==> config.mk <==
export PLATFORM = sky130hd
export DESIGN_NAME = dac_dual_writer
export DESIGN_NICKNAME = d
export VERILOG_FILES = /design/src/rtl/dac_dual_writer.sv
export SDC_FILE = /design/constraint.sdc
export NUM_CORES = 1
export LEC_CHECK = 0
export ABC_AREA = 1
export BUFFER_PORTS_ARGS = -buffer_cell sky130_fd_sc_hd__buf_2
export CORE_MARGIN = 5
export CORE_UTILIZATION = 50
export CTS_CLUSTER_DIAMETER = 50
export DETAILED_ROUTE_END_ITERATION = 7
export PLACE_DENSITY = 0.73
export SLEW_MARGIN = 0
export SYNTH_ARGS = -nofsm -noshare
export SYNTH_HDL_FRONTEND = slang
export SYNTH_SLANG_ARGS = --single-unit
==> constraint.sdc <==
create_clock -name clk -period 4.1 [get_ports clk]
set_input_delay 0.615 -clock clk [delete_from_list [all_inputs] [get_ports clk]]
set_output_delay 0.615 -clock clk [all_outputs]
set_load 0.02 [all_outputs]
==> src/rtl/dac_dual_writer.sv <==
// Paced dual-channel DAC writer: FIFO-buffered tagged samples replayed one per DIV clocks.
// Optional TWOS_COMP_IN_EN: input samples are two's complement, converted to offset binary.
module dac_dual_writer #(
  parameter int DW    = 10,
  parameter int DEPTH = 8,
  parameter int DIV   = 4
) (
  input  logic                     clk,
  input  logic                     reset,
  input  logic [DW-1:0]            s_data,
  input  logic                     s_chan,
  input  logic                     s_valid,
  output logic                     s_ready,
  output logic [DW-1:0]            out,
  output logic                     clka,
  output logic                     clkb,
  output logic                     DACWriteA,
  output logic                     DACWriteB,
  input  logic                     underrun_clr,
  output logic                     underrun,
  output logic [$clog2(DEPTH):0]   level
);

  localparam int AW = $clog2(DEPTH);
  localparam int LW = AW + 1;
  localparam int CW = $clog2(DIV);

  typedef enum logic [1:0] {IDLE, LOAD, STROBE, HOLD} state_t;

  function automatic logic [DW-1:0] to_dac(input logic [DW-1:0] d);
`ifdef TWOS_COMP_IN_EN
    return {~d[DW-1], d[DW-2:0]};
`else
    return d;
`endif
  endfunction

  state_t          state_q, state_d;
  logic [CW-1:0]   cnt_q, cnt_d;
  logic [AW-1:0]   wr_ptr_q, wr_ptr_d, rd_ptr_q, rd_ptr_d;
  logic [LW-1:0]   level_q, level_d;
  logic            sel_q, sel_d;
  logic [DW-1:0]   out_q, out_d;
  logic            stra_q, stra_d, strb_q, strb_d;
  logic            underrun_q, underrun_d;
  logic [DW:0]     mem_q [DEPTH];
  logic            tick, empty, full, push, pop;
  logic [DW:0]     head;

  assign tick  = (cnt_q == '0);
  assign empty = (level_q == '0);
  assign full  = (level_q == LW'(DEPTH));
  assign push  = s_valid & ~full;
  assign pop   = tick & ~empty;
  assign head  = mem_q[rd_ptr_q];

  always_comb begin
    cnt_d      = (cnt_q == CW'(DIV - 1)) ? '0 : cnt_q + CW'(1);
    wr_ptr_d   = push ? wr_ptr_q + AW'(1) : wr_ptr_q;
    rd_ptr_d   = pop  ? rd_ptr_q + AW'(1) : rd_ptr_q;
    level_d    = level_q;
    case ({push, pop})
      2'b10:   level_d = level_q + LW'(1);
      2'b01:   level_d = level_q - LW'(1);
      default: level_d = level_q;
    endcase
    sel_d      = pop ? head[DW] : sel_q;
    out_d      = pop ? to_dac(head[DW-1:0]) : out_q;
    // A new underrun takes priority over a simultaneous clear.
    underrun_d = (tick & empty) ? 1'b1 : (underrun_clr ? 1'b0 : underrun_q);
  end

  always_comb begin
    state_d = state_q;
    case (state_q)
      IDLE, HOLD: if (tick) state_d = pop ? LOAD : IDLE;
      LOAD:       state_d = STROBE;
      STROBE:     if (cnt_q == CW'(DIV / 2 + 1)) state_d = HOLD;
      default:    state_d = IDLE;
    endcase
    // Strobes are registered from the next state so they track the FSM exactly.
    stra_d = (state_d == STROBE) & ~sel_d;
    strb_d = (state_d == STROBE) &  sel_d;
  end

  always_ff @(posedge clk) begin
    if (reset) begin
      state_q    <= IDLE;
      cnt_q      <= '0;
      wr_ptr_q   <= '0;
      rd_ptr_q   <= '0;
      level_q    <= '0;
      sel_q      <= 1'b0;
      out_q      <= '0;
      stra_q     <= 1'b0;
      strb_q     <= 1'b0;
      underrun_q <= 1'b0;
    end else begin
      state_q    <= state_d;
      cnt_q      <= cnt_d;
      wr_ptr_q   <= wr_ptr_d;
      rd_ptr_q   <= rd_ptr_d;
      level_q    <= level_d;
      sel_q      <= sel_d;
      out_q      <= out_d;
      stra_q     <= stra_d;
      strb_q     <= strb_d;
      underrun_q <= underrun_d;
    end
  end

  always_ff @(posedge clk) begin
    if (push) mem_q[wr_ptr_q] <= {s_chan, s_data};
  end

  assign s_ready   = ~full;
  assign out       = out_q;
  assign clka      = stra_q;
  assign clkb      = strb_q;
  assign DACWriteA = stra_q;
  assign DACWriteB = strb_q;
  assign underrun  = underrun_q;
  assign level     = level_q;

endmodule

==> flow_summary.ini, run 1 <==
[synthesis]
synth-seq-cells = 119
ys_warn_count = 0
synth_top_area_share_pct = 52.0
syn_area_um2 = 5080
ys_seq_area_share_pct = 64.3
ys_types = 28
avgSynthCellArea_um2 = 9.86
synth.net_count = 538
synth_edf_count = 88
synth-async-reset-ratio_pct = 0
synth_area_leaders = edfxtp_1 (52%), dfxtp_1 (12%), nand2_1 (10%), nand3_1 (7.0%), inv_1 (6.7%)
synth.largest_area_cell = edfxtp_1
synth-main-ff-cell = edfxtp_1
synthCells = 515

[global_routing]
grt_first_pass_wirelength_um = 18200
antenna_found_initial = 0
grt_pass1_vias = 3554
gr-total-overflow = 0
grt.total_usage_pct = 19.6
grt_max_degree = 45

[sta]
maxSlewViolCount = 0
hold_viol = 0
fin_ws_ns = 1.92
whs_ns = 0.349
worst_pin_slew_ns = 0.890
finalSetupTns_ns = 0
rsz0062_at_grt = false
finalCritPeriodShare_pct = 53.2
max_freq_ghz = 0.459
fin_crit_ns = 2.18
skew_ns = 0.0161
setup_violations = 0
slew_headroom_pct = 40.4

[detailed_routing]
ant_nets = 0
dr.pass1.iters = 5
wl_met1_um = 4730
wl_met3_um = 1030
drt-wirelength-per-cell_um = 16.7
vias_per_cell = 5.29
first_iter_violations = 367
drt_wl_total_um = 11600
wl_met2_um = 5580
highest_layer = met4
drcViolationCount = 0
vias = 3664

[clocking]
htreeDepth = 4
clockBufferDepth = 2
cts_tree = built
clock_sinks = 119
cts-resized-gates = 0
holdBufCountCts = 0
clk_latency_ns = 0.52
clk_pin_slew_worst_paths_ns = 0.06
cts_root_buf = clkbuf_8
postCtsSetupBuffers = 0
cts_buffers = 17

[worst_setup_path]
critPathArrivalTime_ns = 2.59
critPathMaxStageDelay_ns = 0.36
r2r-end = level[2]$_SDFFE_PP0P_
r2r_slack_ns = 1.92
cp-end-kind = flip-flop
worstRegToRegCells = 13
path_buf_inv = 4
crit_family = adder cells
cp.required_ns = 4.51
critPathKind = reg2reg
worstPathCellList = inv_1 > ha_1 > nand2_4 > inv_4 > ha_1 > nand2_1 > inv_1 > nor2_1 > ha_1 > a21oi_1 > xnor2_1 > o21ai_0 > inv_1
critPathMaxFanout = 17
rr_startpoint = cnt_q[0]$_SDFF_PP0_
cpMaxStageDelayCell = dfxtp_1
cp-startpoint = cnt_q[0]$_SDFF_PP0_
crit_path_start_kind = flip-flop

[cells_and_area]
nets = 571
final_common_cell = nand2_1
num_antenna_cells = 0
syn_to_final_growth_pct = 14.2
final_cell_mix = nand2_1 (141), inv_1 (90), edfxtp_1 (88)
drive_gt1_share_pct = 12.3
fill_cells = 814
multi_input_area_um2 = 1300
finish.utilization_pct = 59.1
regArea_um2 = 3260

[pwr]
total_leakage_power_nw = 2.56
power_w = 0.00394
power-per-cell-area_nw_per_um2 = 680
irDropWorstVdd_mv = 0.343

[placement]
dp.final_hpwl_um = 7740
place_congestion = 0.954
numPortBuffers = 34
dp_slack_ns = 1.95

[status]
status = finished, final reports clean

[die]
io_pins = 35
die_w_um = 111
core_um2 = 9820
die_h_um = 111
die_area_um2 = 12300
core.rowCount = 36
start_util_pct = 51.7

[worst_hold_path]
hold_depth = 4
hold_class = in2reg
min_from = underrun_clr
whs_endpoint = underrun$_SDFFE_PP0P_

[job]
drv_cap = 0
==> stage by stage <==
stage	area (um^2)	instances
floorplan	5080	515
global placement	5270	662
detailed placement	5270	662
CTS	5800	693
global route	5800	693
finish	5800	693
==> worst register-to-register path: cells and delay by family (launching register included) <==
family / cells / cell delay [ns]
fa+ha+maj: 3 / 0.67
simple gates: 3 / 0.40
flops: 1 / 0.36
buf+inv: 4 / 0.27
compound gates: 2 / 0.22
xor+xnor: 1 / 0.14
==> cell families (layout without fill, tap and decap cells) <==
kind of cell | Yosys count | count (layout) | synth area share [%]
AOI/OAI and AO/OA | 32 | 32 | 3.20
xor gates and xnor gates | 3 | 3 | 0.518
adders and majority gates | 8 | 8 | 1.97
buffers and inverters | 114 | 159 | 10.1
DFF | 119 | 119 | 64.3
and+or+nand+nor | 239 | 239 | 20.0
==> registers in the layout, indices dropped and copies added (netlist names), named ones only <==
register   count
mem_q         88
wr_ptr_q       3
underrun       1
cnt_q          2
rd_ptr_q       3
level          4
state_q        2
DACWriteA      1
DACWriteB      1
sel_q          1
out           10
==> how the worst max path moves through the flow <==
stage	slack (ns)	cells past startpoint	end
2_1_floorplan	2.04	12	level[2]$_SDFFE_PP0P_
3_3_place_gp	2.04	5	mem_q[1][5]$_DFFE_PP_
3_5_place_dp	1.95	13	level[2]$_SDFFE_PP0P_
4_1_cts	1.93	13	level[2]$_SDFFE_PP0P_
5_1_grt	1.77	13	level[2]$_SDFFE_PP0P_
6_report	1.92	13	level[2]$_SDFFE_PP0P_
==> synthesized netlist by cell type (2+ instances only) <==
cell type / n
nand3_1: 71
inv_1: 90
buf_6: 6
nand2_1: 141
buf_4: 3
nor2_1: 19
clkbuf_1: 2
xnor2_1: 2
dfxtp_1: 31
nor3_1: 2
edfxtp_1: 88
ha_1: 8
buf_2: 8
o21ai_0: 8
a21oi_1: 23
==> routing by layer <==
metal	vias up	GRT usage (%)
li1	1721	-
met1	1718	24.4
met2	198	31.6
met3	27	6.71
met4	0	7.22
met5	-	0
==> power breakdown <==
group	internal (W)	leakage (nW)	switching, W
registers	0.00145	1.05	0.000128
logic	0.000322	1.24	0.000711
clock network	0.000846	0.270	0.000488
==> area by class of cell <==
cell class,count,area share [%]
sequential,119,56.3
multi-input combinational,282,22.5
clock buffer,19,7.27
inverter,93,6.15
timing repair buffer,35,3.06
tap,133,2.87
clock inverter,12,1.92
Power figures use the tool's default switching activity.
==> run 2: changes to the inputs <==
- PLACE_DENSITY: 0.73 -> 0.76
- clock period: 4.1 -> 1.8 ns (I/O delays scaled with it)
==> run 2 against run 1 <==
Compared with the run above: routed wire length fell by 5.7%; critical path depth down 1; combinational power rose to 2.6 times the previous value; flip-flop and latch count stayed put; via count is 0.79% higher; sequential share of layout area fell by 2.4 points; sequential power increased by 120%; hold slack worse by 0.33 ns; non-clock buffer count up 29; first-iteration DRC count shrank 38%.
==> flow_summary.ini, run 2 (synthesis results as in run 1) <==
[global_routing]
grt_max_degree = 45
grt_pass1_vias = 3651
grt_first_pass_wirelength_um = 17600
grt.total_usage_pct = 18.4
antenna_found_initial = 0
gr-total-overflow = 0

[die]
die_h_um = 111
core_um2 = 9820
start_util_pct = 51.7
die_w_um = 111
die_area_um2 = 12300
io_pins = 35
core.rowCount = 36

[clocking]
cts_buffers = 17
cts_tree = built
htreeDepth = 4
clk_latency_ns = 0.51
clockBufferDepth = 2
clk_pin_slew_worst_paths_ns = 0.06
cts_root_buf = clkbuf_8
clock_sinks = 119

[worst_setup_path]
critPathArrivalTime_ns = 2.14
cp-end-kind = flip-flop
critPathMaxFanout = 4
cp.required_ns = 2.21
critPathKind = reg2reg
crit_path_start_kind = flip-flop

[worst_hold_path]
hold_class = in2reg

[cells_and_area]
nets = 600
fill_cells = 781
largest_reg_flops = 88
finish.utilization_pct = 62.0
final_common_cell = nand2_1
syn_to_final_growth_pct = 19.8
regArea_um2 = 3280
drive_gt1_share_pct = 19.0
multi_input_area_um2 = 1350
final_cells = 723
largest-register = mem_q
final_cell_mix = nand2_1 (140), inv_1 (88), edfxtp_1 (88)
num_antenna_cells = 0

[sta]
hold_viol = 0
maxSlewViolCount = 0
fin_ws_ns = 0.0665
skew_ns = 0.00932
max_freq_ghz = 0.577
rsz0062_at_grt = true
slew_headroom_pct = 66.6
finalSetupTns_ns = 0
finalCritPeriodShare_pct = 96.3
fin_crit_ns = 1.73
worst_pin_slew_ns = 0.501
setup_violations = 0

[detailed_routing]
dr.pass1.iters = 5
ant_nets = 0
wl_met3_um = 852
highest_layer = met4
drt_wl_total_um = 10900
vias = 3693
vias_per_cell = 5.11
wl_met2_um = 5500
drt-wirelength-per-cell_um = 15.1
drcViolationCount = 0
first_iter_violations = 228
wl_met1_um = 4290

[pwr]
irDropWorstVdd_mv = 0.806
combPwrFrac_pct = 29.4
power-per-cell-area_nw_per_um2 = 1520
total_leakage_power_nw = 2.72
intPower_w = 0.00613
switching_share_pct = 33.6
clkPwrFrac_pct = 32.6
p_seq_share_pct = 38.0
p_switching_w = 0.00309
power_w = 0.00922

[placement]
dpl.cell_count = 686
dp.final_hpwl_um = 7010
place_congestion = 0.860
numPortBuffers = 34
dp_slack_ns = 0.0562

[job]
drv_cap = 0

[status]
status = finished, final reports clean
## run 2: cell types whose count changed in the layout (fill, tap and decap cells not counted), moves of 3 or more
| cell | before | now |
|---|---|---|
| dfxtp_1 | 31 | 26 |
| buf_4 | 1 | 29 |
| clkinv_2 | 7 | 4 |
| dfxtp_4 | 0 | 3 |
| ha_1 | 8 | 5 |
| clkbuf_8 | 1 | 4 |
## run 2: through the flow
step / cell area, um^2 / hold WS [ns]
after floorplan: 5120 / 0.351
after global placement: 5490 / 0.437
after detailed placement: 5490 / 0.454
after CTS: 6040 / 0.00514
after global routing: 6080 / 0.0210
final: 6080 / 0.0189
## run 2: worst paths after layout
| check | from | to | slack, ns | depth (start not counted) |
|---|---|---|---|---|
| max | level[1]$_SDFFE_PP0P_ | level[2]$_SDFFE_PP0P_ | 0.07 | 12 |
| min | underrun_clr | underrun$_SDFFE_PP0P_ | 0.02 | 4 |
| max reg2reg | level[1]$_SDFFE_PP0P_ | level[2]$_SDFFE_PP0P_ | 0.07 | 12 |
| min reg2reg | cnt_q[0]$_SDFF_PP0_ | cnt_q[0]$_SDFF_PP0_ | 0.43 | 1 |
## run 2: area by class of cell
cell class | instances | area share [%]
timing repair buffer | 64 | 6.54
inverter | 93 | 5.86
clock inverter | 7 | 0.720
tap | 133 | 2.73
multi-input combinational | 282 | 22.1
clock buffer | 25 | 8.14
sequential | 119 | 53.9
## run 2: critical path, stage by stage (launching register included)
cell     delay, ns
dfxtp_4       0.36
nor2_4        0.14
nand3_2       0.10
nand2_4       0.08
inv_4         0.04
ha_4          0.17
nor2_2        0.10
nor2_2        0.06
ha_2          0.16
a21oi_1       0.15
xnor2_1       0.09
o21ai_1       0.14
inv_1         0.05
## run 2: power by group through the flow
stage	Clock [W]	Sequential [W]	Combinational [W]
after floorplan	0	0.00369	0.00178
after global placement	0	0.00353	0.00252
after detailed placement	0	0.00355	0.00261
after CTS	0.00304	0.00350	0.00263
after global routing	0.00318	0.00354	0.00303
final	0.00301	0.00350	0.00271
## run 2: timing repair
item	4_1_cts	5_1_grt
endpoints found under the setup margin	0	3
buffers inserted	0	4
gates resized for setup	0	7
hold endpoints to repair	1	0
hold buffers	1	0
## run 2: per-layer routing
| layer | vias up | global-route usage (%) |
|---|---|---|
| li1 | 1779 | - |
| met5 | - | 0 |
| met2 | 150 | 31.6 |
| met4 | 0 | 7.72 |
| met3 | 30 | 5.02 |
| met1 | 1734 | 21.8 |
==> run 3: changes to the inputs <==
- CORE_ASPECT_RATIO: default -> 0.8
- CORE_MARGIN: 5 -> 4
- HOLD_SLACK_MARGIN: default -> 0.02
==> run 3 against run 2 <==
Compared with the run above: via count shrank 0.89%; hold slack better by 0.087 ns; largest power group unchanged; routed wire length increased by 2.9%; design area barely moved; cell count down 0.28%; clock skew fell by 0.0022 ns; non-clock buffer count shrank 5; clock power about the same; combinational power is 1% higher.
==> flow_summary.ini, run 3 (synthesis results as in run 1) <==
[placement]
dp_slack_ns = 0.0250
numPortBuffers = 34
dp.final_hpwl_um = 7050
place_congestion = 0.779

[sta]
finalSetupTns_ns = 0
fin_ws_ns = 0.0513
slew_headroom_pct = 66.9
maxSlewViolCount = 0
finalCritPeriodShare_pct = 97.1
max_freq_ghz = 0.572
fin_crit_ns = 1.75
rsz0062_at_grt = true
setup_violations = 0
worst_pin_slew_ns = 0.496
whs_ns = 0.106
hold_viol = 0
skew_ns = 0.00710

[cells_and_area]
nets = 595
num_antenna_cells = 0
largest_reg_flops = 88
largest-register = mem_q
fill_cells = 739
finish.utilization_pct = 62.3
drive_gt1_share_pct = 17.6
final_common_cell = nand2_1
syn_to_final_growth_pct = 19.8
final_cell_mix = nand2_1 (141), inv_1 (88), edfxtp_1 (88)

[pwr]
p_switching_w = 0.00310
p_seq_share_pct = 38.1
power-per-cell-area_nw_per_um2 = 1530
combPwrFrac_pct = 29.6
irDropWorstVdd_mv = 0.963
switching_share_pct = 33.3
total_leakage_power_nw = 2.69
clkPwrFrac_pct = 32.4
intPower_w = 0.00620

[global_routing]
grt.total_usage_pct = 20.1
grt_util_met3_pct = 6.25
grt_use_met1_pct = 26.6
gr-total-overflow = 0
grt_first_pass_wirelength_um = 17600
use_met2_pct = 30.4
grt_pass1_vias = 3419
top_usage_layer = met2
antenna_found_initial = 0
grt_max_degree = 45

[detailed_routing]
vias_per_cell = 5.08
vias = 3660
drt-wirelength-per-cell_um = 15.6
drt_wl_total_um = 11200
dr.pass1.iters = 5
ant_nets = 0
drcViolationCount = 0
first_iter_violations = 378

[clocking]
cts_root_buf = clkbuf_16
clk_pin_slew_worst_paths_ns = 0.05
cts_tree = built
clk_latency_ns = 0.42
clock_sinks = 119
holdBufCountCts = 0
htreeDepth = 4
clockBufferDepth = 2
cts_buffers = 17

[worst_hold_path]
hold_depth = 4
hold_class = in2reg

[job]
drv_cap = 0

[worst_setup_path]
cp-end-kind = flip-flop
cp.required_ns = 2.11
worstRegToRegCells = 13
critPathMaxFanout = 4
critPathKind = reg2reg
critPathArrivalTime_ns = 2.06
crit_path_start_kind = flip-flop

[die]
core.rowCount = 32
start_util_pct = 52.0
die_w_um = 121
io_pins = 35
die_h_um = 98.1
die_area_um2 = 11800
core_um2 = 9770

[status]
status = finished, final reports clean
[run 3: power by group through the flow]
stage / sequential [W] / clock, W / combinational (W)
floorplan: 0.00369 / 0 / 0.00178
global placement: 0.00356 / 0 / 0.00251
detailed placement: 0.00358 / 0 / 0.00258
CTS: 0.00353 / 0.00307 / 0.00262
global route: 0.00358 / 0.00320 / 0.00306
finish: 0.00354 / 0.00301 / 0.00275
[run 3: area by class of cell]
type	count	area (um^2)	area share (%)
clock buffers	27	473	7.78
multi-input cells	282	1370	22.6
flip-flops and latches	119	3280	53.9
well taps	136	170	2.80
clock inverters	5	48.8	0.802
repair buffers	59	383	6.30
inverters	93	357	5.86
[run 3: worst max-delay path, cell delays in order, from the launching register on]
cell and delay (ns):
dfxtp_4 0.36, nor2_4 0.14, nand3_2 0.10, nand2_4 0.09, inv_4 0.05, ha_4 0.17, nand2_1 0.08, inv_2 0.05
nor2_4 0.11, ha_4 0.14, a21oi_2 0.04, xnor2_1 0.13, o21ai_1 0.13, inv_1 0.04
[run 3: per-layer routing]
metal / part of all wire, % / wire [um]
met5: 0 / 0
met2: 47 / 5320
met4: 2.1 / 234
met1: 41 / 4660
met3: 9.2 / 1040
[run 3: timing repair]
action / in CTS / in global routing
hold endpoints to repair: 0 / 0
gates resized for setup: 1 / 9
pin swaps: 0 / 7
buffers inserted: 0 / 4
endpoints found under the setup margin: 1 / 3
[run 3: path summary, 6_finish.rpt]
kind	startpoint	endpoint	slack, ns
max	level[1]$_SDFFE_PP0P_	level[2]$_SDFFE_PP0P_	0.05
min	underrun_clr	underrun$_SDFFE_PP0P_	0.11
max reg2reg	level[1]$_SDFFE_PP0P_	level[2]$_SDFFE_PP0P_	0.05
min reg2reg	cnt_q[0]$_SDFF_PP0_	cnt_q[0]$_SDFF_PP0_	0.43
[run 3: through the flow]
stage / instance area, um^2 / power, W / std cells
after detailed placement: 5490 / 0.00616 / 685
after global placement: 5490 / 0.00607 / 685
after global routing: 6080 / 0.00984 / 721
final: 6080 / 0.00930 / 721
after CTS: 6010 / 0.00922 / 717
after floorplan: 5120 / 0.00547 / 515
